File: src/rtl/trit_spi_target.sv
// Two-lane trit serial target: oversamples sck/select/mosi, deserialises rx frames, serialises a held tx word.
// Events land SYNC+1 cycles after a pin edge, miso/rx_valid SYNC+2; tx holding register is one entry (ready = empty).
module trit_spi_target #(
    parameter int TRITS = 6,
    parameter int SYNC  = 2
) (
    input  logic                 I_clk,
    input  logic                 I_rst,
    input  logic [1:0]           I_sck,
    input  logic [1:0]           I_mosi,
    output logic [1:0]           O_miso,
    input  logic [2*TRITS-1:0]   I_tx_data,
    input  logic                 I_tx_valid,
    output logic                 O_tx_ready,
    output logic [2*TRITS-1:0]   O_rx_data,
    output logic                 O_rx_valid,
    output logic                 O_rx_err,
    output logic                 O_frame_err,
    output logic                 O_tx_underrun
);

    localparam int W  = 2 * TRITS;
    localparam int CW = $clog2(TRITS + 1);

    typedef enum logic [1:0] {S_IDLE, S_SHIFT, S_DONE, S_WAIT} state_t;

    state_t         state, state_nx;

    logic [1:0]     sck_sync  [SYNC];
    logic [1:0]     mosi_sync [SYNC];
    logic [1:0]     sck_d;
    logic [SYNC:0]  prime;

    logic [1:0]     sck_s;
    logic [1:0]     mosi_s;
    logic           live;
    logic           sel_fall, sel_rise, sck_rise, sck_fall;

    logic [CW-1:0]  cnt, cnt_nx;
    logic [W-1:0]   rx_sh, rx_sh_nx;
    logic [W-1:0]   tx_sh, tx_sh_nx;
    logic           hold_vld, hold_vld_nx;
    logic [W-1:0]   hold_dat, hold_dat_nx;
    logic [W-1:0]   rx_data_nx;
    logic [1:0]     miso_nx;
    logic           rx_valid_nx, rx_err_nx, frame_err_nx, underrun_nx;
    logic           any_bad;

    // Synchronisers plus one edge-detect stage; reset to link idle (sck=0, select=1).
    always_ff @(posedge I_clk) begin
        if (I_rst) begin
            for (int i = 0; i < SYNC; i++) begin
                sck_sync[i]  <= 2'b10;
                mosi_sync[i] <= 2'b00;
            end
            sck_d <= 2'b10;
            prime <= '0;
        end else begin
            sck_sync[0]  <= I_sck;
            mosi_sync[0] <= I_mosi;
            for (int i = 1; i < SYNC; i++) begin
                sck_sync[i]  <= sck_sync[i-1];
                mosi_sync[i] <= mosi_sync[i-1];
            end
            sck_d <= sck_sync[SYNC-1];
            prime <= {prime[SYNC-1:0], 1'b1};
        end
    end

    // Edges only count once the chain holds real pin samples, so a frame
    // already running at reset release cannot fake a select-fall.
    assign live     = prime[SYNC];
    assign sck_s    = sck_sync[SYNC-1];
    assign mosi_s   = mosi_sync[SYNC-1];
    assign sel_fall = live &  sck_d[1] & ~sck_s[1];
    assign sel_rise = live & ~sck_d[1] &  sck_s[1];
    assign sck_rise = live & ~sck_d[0] &  sck_s[0];
    assign sck_fall = live &  sck_d[0] & ~sck_s[0];

    assign O_tx_ready = ~hold_vld;

    always_comb begin
        any_bad = 1'b0;
        for (int k = 0; k < TRITS; k++) begin
            if (rx_sh[2*k +: 2] == 2'b11) begin
                any_bad = 1'b1;
            end
        end
    end

    always_comb begin
        state_nx     = state;
        cnt_nx       = cnt;
        rx_sh_nx     = rx_sh;
        tx_sh_nx     = tx_sh;
        hold_vld_nx  = hold_vld;
        hold_dat_nx  = hold_dat;
        rx_data_nx   = O_rx_data;
        rx_valid_nx  = 1'b0;
        rx_err_nx    = 1'b0;
        frame_err_nx = 1'b0;
        underrun_nx  = 1'b0;
        miso_nx      = (state == S_SHIFT) ? tx_sh[W-1 -: 2] : 2'b00;

        case (state)
            S_IDLE: begin
                if (sel_fall) begin
                    state_nx    = S_SHIFT;
                    cnt_nx      = '0;
                    rx_sh_nx    = '0;
                    tx_sh_nx    = hold_vld ? hold_dat : '0;
                    underrun_nx = ~hold_vld;
                    hold_vld_nx = 1'b0;
                end
            end
            S_SHIFT: begin
                // Select release beats a coincident sck-rise.
                if (sel_rise) begin
                    frame_err_nx = 1'b1;
                    state_nx     = S_IDLE;
                end else begin
                    if (sck_rise) begin
                        rx_sh_nx = {rx_sh[W-3:0], mosi_s};
                        cnt_nx   = cnt + CW'(1);
                        if (cnt == CW'(TRITS - 1)) begin
                            state_nx = S_DONE;
                        end
                    end
                    if (sck_fall) begin
                        tx_sh_nx = {tx_sh[W-3:0], 2'b00};
                    end
                end
            end
            S_DONE: begin
                rx_valid_nx = 1'b1;
                rx_err_nx   = any_bad;
                rx_data_nx  = rx_sh;
                state_nx    = sel_rise ? S_IDLE : S_WAIT;
            end
            S_WAIT: begin
                if (sel_rise) begin
                    state_nx = S_IDLE;
                end
            end
            default: state_nx = S_IDLE;
        endcase

        if (I_tx_valid && !hold_vld) begin
            hold_vld_nx = 1'b1;
            hold_dat_nx = I_tx_data;
        end
    end

    always_ff @(posedge I_clk) begin
        if (I_rst) begin
            state         <= S_IDLE;
            cnt           <= '0;
            rx_sh         <= '0;
            tx_sh         <= '0;
            hold_vld      <= 1'b0;
            hold_dat      <= '0;
            O_rx_data     <= '0;
            O_miso        <= 2'b00;
            O_rx_valid    <= 1'b0;
            O_rx_err      <= 1'b0;
            O_frame_err   <= 1'b0;
            O_tx_underrun <= 1'b0;
        end else begin
            state         <= state_nx;
            cnt           <= cnt_nx;
            rx_sh         <= rx_sh_nx;
            tx_sh         <= tx_sh_nx;
            hold_vld      <= hold_vld_nx;
            hold_dat      <= hold_dat_nx;
            O_rx_data     <= rx_data_nx;
            O_miso        <= miso_nx;
            O_rx_valid    <= rx_valid_nx;
            O_rx_err      <= rx_err_nx;
            O_frame_err   <= frame_err_nx;
            O_tx_underrun <= underrun_nx;
        end
    end

endmodule

File: config.mk
export PLATFORM = sky130hd
export DESIGN_NAME = trit_spi_target
export DESIGN_NICKNAME = d
export VERILOG_FILES = /design/src/rtl/trit_spi_target.sv
export SDC_FILE = /design/constraint.sdc
export NUM_CORES = 1
export LEC_CHECK = 0
export ABC_AREA = 1
export CAP_MARGIN = 20
export CORE_ASPECT_RATIO = 1.1
export CORE_MARGIN = 4
export CORE_UTILIZATION = 49
export DETAILED_ROUTE_END_ITERATION = 10
export PLACE_DENSITY_LB_ADDON = 0.3
export SLEW_MARGIN = 20
export SYNTH_ARGS = -nofsm -noshare
export SYNTH_HDL_FRONTEND = slang
export SYNTH_SLANG_ARGS = --single-unit
File: constraint.sdc
create_clock -name I_clk -period 1.3 [get_ports I_clk]
set_input_delay 0.195 -clock I_clk [delete_from_list [all_inputs] [get_ports I_clk]]
set_output_delay 0.195 -clock I_clk [all_outputs]
set_load 0.01 [all_outputs]
; ---- Word-level counts from Yosys, hierarchy flattened
; Memory sizes are Yosys's and may differ from the RTL's.
; Index checks and enable logic that the tools add are counted.
[word_totals]
mem_count = 2
mem_bits_rw = 8
word_cells = 108
reg_bits = 65
input_bits = 19
output_inout_bits = 19
[op_classes]
addsub = 1
muxes = 39
n_reduce_logical = 13
eq_ne = 17
n_bitwise = 21
[mem_list]
columns = memory, words, word_bits, read_ports, rd_clocked_by_memory_dff, wr, line_no
row1 = mosi_sync, 2, 2, 2, 0, 2, 30  ; logic [1:0] mosi_sync [SYNC];
row2 = sck_sync, 2, 2, 2, 0, 2, 29  ; logic [1:0] sck_sync [SYNC];
[op_table]
columns = op, count
row1 = two-way mux 12 bit, 7
row2 = case mux 12 bit (2 select lines), 2
row3 = two-way mux 2 bit, 10
row4 = "equality test 2 bit, second input constant", 8
row5 = two-way mux 1 bit, 15
row6 = AND reduction 4 bit, 3
row7 = "inequality test 2 bit, second input constant", 5
row8 = two-way mux 3 bit, 3
row9 = inverter 1 bit, 9
row10 = AND 1 bit, 8
row11 = case mux 2 bit (4 select lines), 1
row12 = case mux 3 bit (2 select lines), 1
row13 = nonzero test 2 bit, 3
row14 = OR 1 bit, 4
row15 = OR reduction 2 bit, 2
row16 = "adder 3 x 1 -> 3 bit, second input constant", 1
row17 = "equality test 3 bit, second input constant", 1
row18 = "inequality test 3 x 2 -> 1 bit, second input constant", 1
row19 = "inequality test 3 bit, second input constant", 1
row20 = OR reduction 3 bit, 1
row21 = "equality test 2 x 1 -> 1 bit, second input constant", 1
row22 = zero test 2 bit, 1
row23 = AND reduction 2 bit, 1
row24 = logical AND 1 bit, 1
row25 = zero test 1 bit, 1

; ---- Logic depth before layout (Yosys ltp)
[depth]
depth_word = 7
ltp_mapped = 11
depth_no_buf = 10

; ---- Worst setup path before layout
; No wires, ideal clock.
[synth_timing]
kind = flip-flop to flip-flop
from = reg state[1]
to = reg cnt[2]
setup_ps = 142
path_stages_with_launch = 8
arrival_ps = 1119
n_path_buf = 1
t_required_ps = 1158
setup_slack_ps = 39
synth_period_minus_slack_ps = 1261
path_cell_list = dfxtp_1 > inv_1 > nand2_4 > o21ai_4 > nand2_4 > buf_8 > nand2_2 > a21oi_2
[synth_via]
elab_chain_cells = 3
word_cells_on_any_way = 8
cone_classes = eq/ne (4) / mux (1) / reduce/logical (3)
[synth_lines]
columns = item, line_no
row1 = from (decl), 27  ; state_t state, state_nx;
row2 = from (signal assigned), 169  ; state <= state_nx;
row3 = equality test 2 x 1 -> 1 bit or zero test 2 bit (tied branches), 105  ; case (state)
row4 = inequality test 2 bit (no source line) or nonzero test 2 bit (tied branches), --
row5 = AND reduction 4 bit (no source line), --
row6 = to (signal assigned), 170  ; cnt <= cnt_nx;
row7 = to (decl), 39  ; logic [CW-1:0] cnt, cnt_nx;
; Parallel ways exist; a longest one is shown, timed or not.
; A chain may end at the register's enable or synchronous reset.

; ---- Worst setup path in the final report
[layout_timing]
from = reg prime[2]
to = reg cnt[1]
[layout_via]
elab_chain_cells = 4
word_cells_on_any_way = 10
cone_classes = eq/ne (3) / bitwise (6) / reduce/logical (1)
[layout_lines]
columns = item, line_no
row1 = from (decl), 32  ; logic [SYNC:0] prime;
row2 = from (signal assigned), 66  ; prime <= {prime[SYNC-1:0], 1'b1};
row3 = "AND 1 bit, on equally long branches (2 in a row)", "77, 75, 76"
row4 = inequality test 2 bit (no source line), --
row5 = AND reduction 4 bit (no source line) *, --
; Every way passes the cells marked *; elsewhere a longest branch is shown, timed or not.

==> impl_metrics.csv <==
group,metric,value,unit
grt,grt_pass1_wl,10.6,mm
cells_and_area,layout-drive-gt1-share,0.267,
floorplan,start_util,0.509,
setup_path,regToRegStartpoint,"prime[2]",
placed_design,dp.final_hpwl,4.39,mm
cells_and_area,synthToLayoutAreaGrowth,39.9,%
cells_and_area,nNetsFinal,478,
synthesis,ys_seq_area_frac,0.494,
pwr,worst_ir_drop_vdd,0.000909,V
setup_path,slowest_delay,0.38,ns
detailed_routing,drt_iter0_drc,110,
placed_design,gp_congestion,0.840,
floorplan,dieArea,7340,sq um
grt,first_global_vias,2584,
setup_path,cp-start-kind,"flip-flop",
timing,slew_headroom,0.821,
floorplan,fp-row-count,29,
clock_tree,insertion_delay,0.34,ns
synthesis,syn_nets,412,
timing,drv_slew,0,
detailed_routing,vias_per_cell,5.06,
status,violations,"negative setup slack",
timing,finClkSkew,0.0126,ns
grt,gr-usage-all-layers,0.185,
timing,layout_setup_ws,-0.0438,ns
floorplan,fp.dieW,82.0,um
clock_tree,numCtsBuffers,9,
detailed_routing,firstDrtPassIters,4,
timing,worst_pin_slew,0.266,ns
synthesis,synth-seq-cells,73,
cells_and_area,antenna_cells,0,
setup_path,cp.required,1.56,ns
setup_path,path_class,"flip-flop to flip-flop",
clock_tree,postCtsHoldBufs,0,
setup_path,arrival,1.61,ns
detailed_routing,routed_wl,7.15,mm
timing,finalSetupViolations,2,
setup_path,critPathLaunch,"prime[2]",
hold_path,hold_path_class,"primary input to flip-flop",
timing,fmax,0.744,GHz
detailed_routing,drt_drc_violations_left,0,
grt,overflow,0,
status,status,"finished, violations left",
timing,whs,0.375,ns
synthesis,yosysUniqueCellTypes,25,
synthesis,syn_area,2960,sq um
timing,min_period,1.34,ns
grt,grt_max_degree,31,
timing,hold_violations,0,
pwr,leakagePower,1.76,nW
floorplan,die_h,89.5,um
grt,antenna_found_initial,0,
setup_path,path_cells,"nand2_4 > nor2_4 > nand2_2 > nand2_2 > clkinv_4 > buf_8 > nand2_8 > nand2_1 > a21oi_1",
clock_tree,clock_path_buffers,2,
placed_design,io_buffers,37,
clock_tree,root_buffer,"clkbuf_8",
detailed_routing,via_count,2724,
clock_tree,cts_tree,"built",
hold_path,min-delay-start,"I_mosi[1]",
flow_run,max_cap_violations,0,
setup_path,critPathSlowestCell,"dfxtp_4",
floorplan,io_pins,38,
timing,fin_crit_sh,1.03,
setup_path,worst-path-max-fanout,7,
detailed_routing,ant_nets,0,
clock_tree,htree_levels,3,
detailed_routing,wl_per_cell,13.3,um
synthesis,ys_warn_count,0,
setup_path,cp-end-kind,"flip-flop",
setup_path,crit_top_cell,"nand2_2",
timing,rsz0062_at_grt,"true",
synthesis,syn_area_per_cell,7.56,sq um
pwr,power_density,1460,nW/um^2
clock_tree,path_clk_slew,0.07,ns
synthesis,synthCells,391,
clock_tree,cts_sinks,73,
pwr,power,6.03,mW
floorplan,core_area,5810,sq um
[logic make-up (layout without fill, tap and decap cells)]
logic type / Yosys count / count (layout) / synth area share
AOI/OAI and AO/OA: 64 / 64 / 0.126
xor gates and xnor gates: 1 / 1 / 0.00296
adders and majority gates: 2 / 2 / 0.00847
DFF: 73 / 73 / 0.494
buffers and inverters: 67 / 136 / 0.0986
and+or+nand+nor: 184 / 185 / 0.270
[power breakdown]
part,internal [mW],switching (mW)
combinational,0.802,0.956
clock,0.975,0.774
sequential,2.43,0.0899
total,4.21,1.82
[timing repair]
item                                    4_1_cts  5_1_grt
pin swaps                                     2       22
endpoints found under the setup margin       41       32
gates cloned                                  0        5
setup buffers                                 1        3
gates resized for setup                      26       58
[cells in the final DEF, fill, tap and decap left out, drive strengths merged]
cell type and instances:
nor2 85, dfxtp 73, nand2 58, inv 46, o21ai 35, nand3 35, buf 34, a21oi 27
dlygate4sd2 19, clkdlybuf4s50 18, clkbuf 15, nand4 3, clkinv 3, o22ai 2, nor3 2, or2 2
ha 2, xnor2 1, bufinv 1
[worst paths after layout]
| path | endpoint | slack [ns] | depth (start not counted) |
|---|---|---|---|
| max | cnt[1] | -0.04 | 9 |
| min | mosi_sync[0][1] | 0.37 | 3 |
| max reg2reg | cnt[1] | -0.04 | 9 |
| min reg2reg | sck_sync[0][2] | 0.40 | 2 |
[cell type report]
cell class                      count  area, sq um
Fill cell                         444         1670
Clock buffer                       12          155
Tap cell                           77         96.3
Clock inverter                      3         40.0
Timing Repair Buffer               74          774
Multi-Input combinational cell    252         1410
Sequential cell                    73         1470
Inverter                           47          184
[cell usage after synthesis]
cell type	number	share of area
o21ai_0	34	0.058
dfxtp_1	73	0.49
nand2_1	42	0.053
nor2_1	85	0.11
buf_8	1	0.0051
nand2_4	2	0.0076
a21oi_1	17	0.029
o22ai_1	2	0.0042
a21oi_2	10	0.030
or2_2	2	0.0042
nand4_1	3	0.0064
nor3_1	2	0.0034
o21ai_4	1	0.0055
nand2_2	13	0.028
xnor2_1	1	0.0030
buf_4	2	0.0051
inv_4	2	0.0042
ha_1	2	0.0085
buf_2	1	0.0017
buf_1	1	0.0013
buf_6	2	0.0076
clkbuf_1	13	0.017
inv_2	1	0.0013
nand3_1	35	0.059
inv_1	44	0.056
[routing by layer]
layer  vias to the layer above  GRT usage  wire [um]
li1                       1360          -          -
met1                      1259      0.207       2820
met2                        81      0.334       3720
met3                        24     0.0373        401
met4                         0     0.0906        216
met5                         -          0          0
[metrics by stage]
step	TNS, ns	instances	setup slack [ns]	cell area [sq um]	util
3_3_place_gp	-0.184	514	-0.0260	3590	0.619
2_1_floorplan	0	391	0.0394	2960	-
4_1_cts	0	530	0.00349	3810	0.656
6_report	-0.0455	538	-0.0438	4140	0.712
5_1_grt	-1.27	538	-0.0989	4140	0.712
3_5_place_dp	-0.895	514	-0.0845	3590	0.619
[flip-flops by register name (all words and copies together), names as in the netlist]
name and cells:
O_tx_underrun 1, mosi_sync 4, O_rx_data 12, O_frame_err 1
O_rx_err 1, O_miso 2, prime 3, O_rx_valid 1
cnt 3, sck_sync 4, tx_sh 12, sck_d 2
rx_sh 12, hold_dat 12, state 2, hold_vld 1
[critical path, delay by kind of cell, from the launching register on]
family	cells	cell delay, ns
flip-flops	1	0.38
AO/OA/AOI/OAI	1	0.15
AND/OR/NAND/NOR	6	0.50
buffers and inverters	2	0.24
Note: power is estimated with default switching activity, not from simulation.
